<file path="src/rtl/fht_stream_top.sv">
// ============================================================================
// fht_stream_top
//
// Streaming front/back end for an in-place FHT engine working on a banked
// RAM. It has three phases:
//   - LOAD: accepts N = 2^(A_BIT+NB_LOG2) signed samples. Each sample is
//     sign-extended to D_BIT bits and written to bank (n mod NB), address
//     (n / NB).
//   - START/WAIT: pulses oENG_START for one cycle, then waits for a rising
//     edge on iENG_RDY.
//   - UNLOAD: streams the N result words out in natural index order through
//     a 2-entry skid buffer.
//
// Optional feature macro: FHT_BITREV_LOAD_EN
//   When defined, the load index is bit-reversed over (A_BIT+NB_LOG2) bits
//   before the bank/address mapping. The unload order is natural either way.
//
// Handshake rule for every valid/ready pair in this block: a transfer
// happens on the rising clock edge where valid and ready are both 1. The
// sender holds its data and valid stable until that transfer occurs.
//
// Ports
//   iCLK        in   clock; everything is on the rising edge
//   iRESET      in   asynchronous active-low reset
//   iDATA       in   D_BIT-1  signed input sample
//   iVALID      in   iDATA valid
//   oREADY      out  a sample is accepted this cycle (LOAD only)
//   oWE         out  NB  one-hot bank write enable (combinational from handshake)
//   oADDR_WR    out  A_BIT  bank write address
//   oDATA_WR    out  D_BIT  sign-extended sample
//   oENG_START  out  one-cycle engine start pulse
//   iENG_RDY    in   engine ready/done level
//   oADDR_RD    out  A_BIT  read address common to all banks
//   iDATA_RD    in   NB*D_BIT  bank read data, bank 0 in the LSBs, 1-cycle latency
//   oDATA       out  D_BIT  result word
//   oVALID      out  oDATA valid
//   iREADY      in   downstream accepts oDATA
//   oLAST       out  oDATA is result index N-1
//   oBUSY       out  FSM not in IDLE
//   oDBG_STATE  out  3  current FSM state (IDLE=0 LOAD=1 START=2 WAIT=3 UNLOAD=4)
// ============================================================================
module fht_stream_top #(
    parameter int D_BIT   = 16,
    parameter int A_BIT   = 8,
    parameter int NB_LOG2 = 2
) (
    input  logic                              iCLK,
    input  logic                              iRESET,
    input  logic [D_BIT-2:0]                  iDATA,
    input  logic                              iVALID,
    output logic                              oREADY,
    output logic [(1<<NB_LOG2)-1:0]           oWE,
    output logic [A_BIT-1:0]                  oADDR_WR,
    output logic [D_BIT-1:0]                  oDATA_WR,
    output logic                              oENG_START,
    input  logic                              iENG_RDY,
    output logic [A_BIT-1:0]                  oADDR_RD,
    input  logic [(1<<NB_LOG2)*D_BIT-1:0]     iDATA_RD,
    output logic [D_BIT-1:0]                  oDATA,
    output logic                              oVALID,
    input  logic                              iREADY,
    output logic                              oLAST,
    output logic                              oBUSY,
    output logic [2:0]                        oDBG_STATE
);

    localparam int NB    = 1 << NB_LOG2;
    localparam int IDX_W = A_BIT + NB_LOG2;
    localparam logic [IDX_W-1:0] IDX_ONE = {{(IDX_W-1){1'b0}}, 1'b1};

    typedef enum logic [2:0] {
        S_IDLE   = 3'd0,
        S_LOAD   = 3'd1,
        S_START  = 3'd2,
        S_WAIT   = 3'd3,
        S_UNLOAD = 3'd4
    } state_t;

    state_t state;

    // Registered FSM outputs
    logic ready_q;
    logic start_q;
    logic busy_q;

    // Load side
    logic [IDX_W-1:0]   wr_n;
    logic [IDX_W-1:0]   wr_idx;
    logic [NB_LOG2-1:0] wr_bank;
    logic               wr_hs;

    // Engine ready edge detect
    logic eng_rdy_q;

    // Read side
    logic [IDX_W-1:0]   rd_k;
    logic               rd_all;
    logic               rd_pend;
    logic               rd_pend_last;
    logic [NB_LOG2-1:0] rd_bank_q;
    logic [D_BIT-1:0]   rd_word;
    logic               issue;
    logic               pop;
    logic               frame_done;

    // 2-entry output buffer
    logic [D_BIT-1:0] buf_data [2];
    logic             buf_last [2];
    logic             buf_wp;
    logic             buf_rp;
    logic [1:0]       buf_cnt;

    // ------------------------------------------------------------------
    // Load path: write strobe and data are combinational from the handshake
    // ------------------------------------------------------------------
    assign wr_hs = iVALID & ready_q;

`ifdef FHT_BITREV_LOAD_EN
    always_comb begin
        wr_idx = '0;
        for (int i = 0; i < IDX_W; i++) begin
            wr_idx[i] = wr_n[IDX_W-1-i];
        end
    end
`else
    assign wr_idx = wr_n;
`endif

    assign wr_bank  = wr_idx[NB_LOG2-1:0];
    assign oADDR_WR = wr_idx[IDX_W-1:NB_LOG2];
    // Gated so the write bus reads zero whenever no write happens, reset included
    assign oDATA_WR = wr_hs ? {iDATA[D_BIT-2], iDATA} : '0;

    always_comb begin
        oWE = '0;
        for (int b = 0; b < NB; b++) begin
            oWE[b] = wr_hs && (wr_bank == NB_LOG2'(b));
        end
    end

    // ------------------------------------------------------------------
    // Unload control
    // ------------------------------------------------------------------
    assign pop        = (state == S_UNLOAD) && (buf_cnt != 2'd0) && iREADY;
    assign frame_done = pop && buf_last[buf_rp];

    // Issue a read only if the buffer still has room once the read already
    // in flight has landed and this cycle's pop has left. This keeps
    // buf_cnt + rd_pend <= 2 at all times.
    assign issue = (state == S_UNLOAD) && !rd_all &&
                   (({1'b0, buf_cnt} + {2'b00, rd_pend}) < (3'd2 + {2'b00, pop}));

    assign oADDR_RD = rd_k[IDX_W-1:NB_LOG2];

    always_comb begin
        rd_word = '0;
        for (int b = 0; b < NB; b++) begin
            if (rd_bank_q == NB_LOG2'(b)) begin
                rd_word = iDATA_RD[b*D_BIT +: D_BIT];
            end
        end
    end

    // ------------------------------------------------------------------
    // FSM with load counter and registered control outputs
    // ------------------------------------------------------------------
    always_ff @(posedge iCLK or negedge iRESET) begin
        if (!iRESET) begin
            state     <= S_IDLE;
            ready_q   <= 1'b0;
            start_q   <= 1'b0;
            busy_q    <= 1'b0;
            wr_n      <= '0;
            eng_rdy_q <= 1'b0;
        end else begin
            eng_rdy_q <= iENG_RDY;
            start_q   <= 1'b0;
            case (state)
                S_IDLE: begin
                    state   <= S_LOAD;
                    ready_q <= 1'b1;
                    busy_q  <= 1'b1;
                end
                S_LOAD: begin
                    if (wr_hs) begin
                        // Counter wraps to 0 naturally after N-1
                        wr_n <= wr_n + IDX_ONE;
                        if (wr_n == '1) begin
                            state   <= S_START;
                            ready_q <= 1'b0;
                            start_q <= 1'b1;
                        end
                    end
                end
                S_START: begin
                    state <= S_WAIT;
                end
                S_WAIT: begin
                    // Edge, not level: a ready level left high from the
                    // previous frame must not end the wait early.
                    if (!eng_rdy_q && iENG_RDY) begin
                        state <= S_UNLOAD;
                    end
                end
                S_UNLOAD: begin
                    if (frame_done) begin
                        state   <= S_LOAD;
                        ready_q <= 1'b1;
                    end
                end
                default: begin
                    state   <= S_IDLE;
                    ready_q <= 1'b0;
                    busy_q  <= 1'b0;
                end
            endcase
        end
    end

    // ------------------------------------------------------------------
    // Read issue, one-cycle RAM latency tracking and output buffer
    // ------------------------------------------------------------------
    always_ff @(posedge iCLK or negedge iRESET) begin
        if (!iRESET) begin
            rd_k         <= '0;
            rd_all       <= 1'b0;
            rd_pend      <= 1'b0;
            rd_pend_last <= 1'b0;
            rd_bank_q    <= '0;
            buf_wp       <= 1'b0;
            buf_rp       <= 1'b0;
            buf_cnt      <= 2'd0;
            for (int i = 0; i < 2; i++) begin
                buf_data[i] <= '0;
                buf_last[i] <= 1'b0;
            end
        end else begin
            rd_pend      <= issue;
            rd_pend_last <= issue && (rd_k == '1);
            rd_bank_q    <= rd_k[NB_LOG2-1:0];

            if (issue) begin
                rd_k <= rd_k + IDX_ONE;
                if (rd_k == '1) begin
                    rd_all <= 1'b1;
                end
            end

            // Data for the read issued last cycle is on iDATA_RD now
            if (rd_pend) begin
                buf_data[buf_wp] <= rd_word;
                buf_last[buf_wp] <= rd_pend_last;
                buf_wp           <= ~buf_wp;
            end

            if (pop) begin
                buf_rp <= ~buf_rp;
            end

            buf_cnt <= buf_cnt + {1'b0, rd_pend} - {1'b0, pop};

            // Last word gone: nothing is in flight, return everything to 0
            if (frame_done) begin
                rd_k    <= '0;
                rd_all  <= 1'b0;
                buf_wp  <= 1'b0;
                buf_rp  <= 1'b0;
                buf_cnt <= 2'd0;
            end
        end
    end

    // ------------------------------------------------------------------
    // Outputs
    // ------------------------------------------------------------------
    assign oREADY     = ready_q;
    assign oENG_START = start_q;
    assign oBUSY      = busy_q;
    assign oDBG_STATE = state;
    assign oDATA      = buf_data[buf_rp];
    assign oVALID     = (buf_cnt != 2'd0);
    assign oLAST      = (buf_cnt != 2'd0) && buf_last[buf_rp];

endmodule

</file>
<file path="config.mk">
export PLATFORM = sky130hd
export DESIGN_NAME = fht_stream_top
export DESIGN_NICKNAME = d
export VERILOG_FILES = /design/src/rtl/fht_stream_top.sv
export SDC_FILE = /design/constraint.sdc
export NUM_CORES = 1
export LEC_CHECK = 0
export CAP_MARGIN = 15
export CORE_ASPECT_RATIO = 0.8
export CORE_MARGIN = 4
export CORE_UTILIZATION = 30
export DETAILED_ROUTE_END_ITERATION = 8
export REMOVE_ABC_BUFFERS = 1
export SYNTH_ARGS = -nofsm -noshare
export SYNTH_HDL_FRONTEND = slang
export SYNTH_SLANG_ARGS = --single-unit
</file>
<file path="constraint.sdc">
create_clock -name iCLK -period 5.44 [get_ports iCLK]
set_input_delay 1.632 -clock iCLK [delete_from_list [all_inputs] [get_ports iCLK]]
set_output_delay 1.632 -clock iCLK [all_outputs]
set_load 0.03 [all_outputs]
</file>
* Yosys cells after proc, flatten, opt, wreduce, memory -nomap -nowiden
Index checks and enable logic that the tools add are counted.
** Operators by class
- Bitwise operators :: 6
- Multiplexer cells :: 40
- $lt $le $gt $ge :: 4
- Reductions and logical operators :: 29
- $add $sub $neg :: 6
- Eq/ne operators :: 16
** Operators with widths (number)
- $mux 16 :: 9
- $bwmux 32 :: 1
- $add 10x1->10 const B :: 2
- $eq 10x10->1 const B :: 2
- $mux 10 :: 2
- $mux 1 :: 17
- $demux 16 s1 :: 1
- $pmux 3 s5 :: 1
- $logic_and 1x1->1 :: 13
- $mux 3 :: 4
- $reduce_bool 2->1 :: 5
- $eq 2x2->1 const B :: 4
- $ne 2x2->1 const B :: 4
- $reduce_and 4->1 :: 2
- $eq 3x2->1 const B :: 2
- $eq 2x1->1 const B :: 2
- $ge 2x2->1 const B :: 2
- $logic_not 2->1 :: 2
- $not 1->2 :: 2
- $pmux 1 s4 :: 1
- $reduce_and 2->1 :: 2
- $reduce_or 4->1 :: 1
- $add 2x1->3 :: 1
- $add 2x1->3 const A :: 1
- other kinds (15) :: 18
** Word-level totals
- Bits in registers :: 70
- Output and inout port bits :: 60
- Logic and storage cells :: 119
- Input port bits :: 84

* Longest topological paths before layout
Gate-level depths: netlist of the first run.
- Word-level depth :: 8
- Gate-level depth with buffers :: 9
- Gate-level depth less buffers :: 9

* Worst setup path after synthesis of the first run
OpenSTA, ideal clock, no wires.
- Path type :: input to output
- Start :: in iVALID
- End :: out oDATA_WR[15]
- Data arrival time :: 2.424 ns
- Stages on the path :: 3
- Data required time :: 3.808 ns
- Buffers on the path :: 2
- Path slack :: 1.384 ns
- Cells stage by stage :: clkbuf_1 and3_1 buf_4
** Between the ends
- Cells in the longest elaborated chain, start to end :: 2
** Ends and longest elaborated chain
- from (decl) :: line 50 : input logic iVALID,
- $and 1x1->1 :: line 116 : assign wr_hs = iVALID & ready_q;
- $mux 16 :: line 132 : assign oDATA_WR = wr_hs ? {iDATA[D_BIT-2], iDATA} : '0;
- to (decl) :: line 54 : output logic [D_BIT-1:0] oDATA_WR,
No other way between the ends.

* Final worst setup path of the first run
- Start :: in iVALID
- End :: out oDATA_WR[14]
The elaborated chain is that of the path after synthesis.

==> results_dict.tcl, run 1 <==
set metrics [dict create \
    status "finished, final reports clean" \
    place_hpwl_um 7273 \
    dieArea_sq_um 14840 \
    async_flop_share 1.000 \
    path_buf_inv 2 \
    grt_pass1_wl_um 14810 \
    setup_viol 0 \
    port_buffers 143 \
    tightest_slew_ns 0.9987 \
    worstPathMaxFanout 20 \
    grt_pass1_vias 2870 \
    arrival_ns 3.36 \
    initial_core_util 0.3124 \
    netlist_instances 321 \
    fin_skew_ns 0.005384 \
    hp-class "flip-flop to flip-flop" \
    cts_resized 0 \
    fin_setup_tns_ns 0 \
    overflow 0 \
    synth_warnings 0 \
    max_freq_ghz 0.2002 \
    nNetsFinal 536 \
    hold_viol_final 0 \
    p_leak_nw 2.341 \
    crit_top_cell "clkdlybuf4s50_1" \
    critPathKind "input pin to output port" \
    htreeDepth 3 \
    firstDrtPassIters 4 \
    rsz0062_at_grt "no" \
    clock_latency_ns 0.32 \
    num-fill-cells 1174 \
    die_y_um 109.8 \
    cts_root_buf "clkbuf_16" \
    io_pins 144 \
    drive_gt1_frac 0.1991 \
    total_power_mw 1.408 \
    critPathTopFamily "buffers and inverters" \
    place.gp.congestion 0.7861 \
    ctsHoldBuffers 0 \
    coreArea_sq_um 12430 \
    crit_slowest_cell "clkdlybuf4s50_1" \
    synth_ff_type "dfrtp_1" \
    slew_viol_final 0 \
    cp-end-kind "output port" \
    clk_pin_slew_worst_paths_ns 0.05 \
    ys_ff_latch 70 \
    power_density_nw_per_um2 251.0 \
    slowest_delay_ns 0.79 \
    post_cts_buffers 0 \
    peakVddDrop_v 0.0001281 \
    antenna_left 0 \
    relSlewSlack 0.3342 \
    wl_per_cell_um 15.42 \
    floorplan.rows 36 \
    cap_violations 0 \
    cts.sinks 70 \
    grtUsageTotal 0.1261 \
    critPathRequiredTime_ns 3.81 \
    wirelength_um 9531 \
    drcViolationCount 0 \
    yosysSeqAreaShare 0.4510 \
    tritoncts "done" \
    cts.path.max_buffers 2 \
    antenna_found_initial 0 \
    viasPerCell 4.704 \
    grt_max_degree 38 \
    synthDistinctLibCells 40 \
    reg2reg_setup_slack_ns 3.18 \
    avgSynthCellArea_sq_um 12.10 \
    period_minus_slack_ns 4.994 \
    die_w_um 135.2 \
    crit_chain "clkdlybuf4s50_1, and3_1, clkdlybuf4s50_1" \
    fin_crit_sh 0.9180 \
    vias 2907 \
    synth_edf_count 0 \
    cts_inserted_buffers 9 \
    area_growth_syn_to_layout_pct 44.46 \
    syn_area_sq_um 3884 \
    cp-start-kind "input pin" \
    drt-initial-drc-count 70 \
    diodes 0 \
]
-- power by group --
part / total (mW) / switching, mW / internal, mW
combinational: 0.295 / 0.140 / 0.155
sequential: 0.583 / 0.0306 / 0.552
clock: 0.531 / 0.200 / 0.330
total: 1.41 / 0.371 / 1.04
-- cell usage after synthesis (2+ instances only) --
cell type,instances,area [sq um]
and4_1,4,35.03
xnor2_1,11,96.34
buf_1,2,7.510
inv_1,6,22.52
nor2_1,10,37.54
o21a_1,3,22.52
nand2_1,17,63.81
o21ai_0,8,40.04
buf_4,18,135.1
buf_2,4,20.02
o31ai_1,5,37.54
a21oi_1,8,40.04
mux4_2,16,360.4
and3_1,22,137.6
mux2i_1,2,20.02
nor2b_1,3,18.77
nand4_1,7,43.79
clkbuf_1,10,37.54
ha_1,9,112.6
nand3_1,5,25.02
or4_1,5,37.54
and2_1,6,37.54
mux2_2,52,585.6
nand2b_1,3,18.77
dfrtp_1,70,1752
-- per-stage QoR --
stage	hold WS [ns]	std cells	worst slack, ns	instance area (sq um)	util
global placement	0.4084	603	0.5430	5341	0.4297
global route	0.4471	618	0.3198	5610	0.4513
finish	0.4190	618	0.4461	5610	0.4513
detailed placement	0.4117	603	0.4768	5341	0.4297
CTS	0.4226	618	0.4764	5610	0.4513
floorplan	0.3838	287	1.662	3684	-
-- worst reg2reg max path, stage by stage, from the launching register on --
cell and delay [ns]:
dfrtp_1 0.52, nor2_1 0.46, nand2_1 0.17, nor2_1 0.19
ha_1 0.25, inv_1 0.06, ha_1 0.14, xor2_1 0.17
xnor2_1 0.13, nor2_1 0.05
-- sequential cells by signal, indices dropped and copies added, names as in the netlist, 2 cells and up --
name	flops
buf_data	32
rd_k	10
wr_idx	10
oDBG_STATE	3
buf_cnt	2
buf_last	2
rd_bank_q	2
-- kinds of logic (layout without fill, tap and decap cells) --
family / count (synthesis) / count (layout) / share of synthesized area
fa+ha+maj: 9 / 9 / 0.02900
flops: 70 / 70 / 0.4510
buf+inv: 40 / 166 / 0.05735
xor+xnor: 12 / 12 / 0.02706
mux: 70 / 70 / 0.2487
simple gates: 92 / 92 / 0.1427
compound gates: 28 / 28 / 0.04414
-- worst paths after layout --
check,depth (start not counted),start,end
worst max-delay path,3,iVALID,oDATA_WR[14]
worst min-delay path,0,rd_k[1]$_DFFE_PN0P_,rd_bank_q[1]$_DFF_PN0_
worst max register to register,9,oDBG_STATE[1]$_DFFE_PN0P_,buf_cnt[1]$_DFF_PN0_
worst min register to register,0,rd_k[1]$_DFFE_PN0P_,rd_bank_q[1]$_DFF_PN0_
max in group asynchronous,2,iRESET,buf_data[1]$_DFFE_PN0P_
min in group asynchronous,1,iRESET,buf_data[0]$_DFFE_PN0P_
-- layer usage --
layer / part of all wire / track usage / vias to the layer above
met5: 0 / 0 / -
met4: 0.014 / 0.03453 / 0
met3: 0.051 / 0.03934 / 11
met2: 0.48 / 0.2077 / 64
met1: 0.45 / 0.1615 / 1429
li1: - / - / 1403
-- placed cells by master, fill, tap and decap left out, drive strengths merged, types with 8 or more instances in the layout --
cell type,netlist,layout
dfrtp,70,70
mux2,52,52
a21oi,8,8
ha,9,9
xnor2,11,11
nand2,17,17
nand4,8,8
nor2,10,10
mux4,16,16
clkdlybuf4s50,0,142
clkbuf,10,14
o21ai,8,8
and3,22,22
-- area by class of cell --
| cell class | count | area, sq um | area share |
|---|---|---|---|
| Timing Repair Buffer | 145 | 1441 | 0.2569 |
| Inverter | 6 | 22.52 | 0.004014 |
| Multi-Input combinational cell | 211 | 1912 | 0.3408 |
| Clock inverter | 1 | 5.005 | 0.0008921 |
| Tap cell | 171 | 214.0 | 0.03814 |
| Clock buffer | 14 | 264.0 | 0.04706 |
| Sequential cell | 70 | 1752 | 0.3122 |
No activity file was read; power rests on OpenSTA's default activity.
==> inputs of run 2 (changes only) <==
CTS_CLUSTER_SIZE = 14   (was not set)
==> results of run 2 <==
No change in the layout: final DEF, timing and power equal those of run 1.
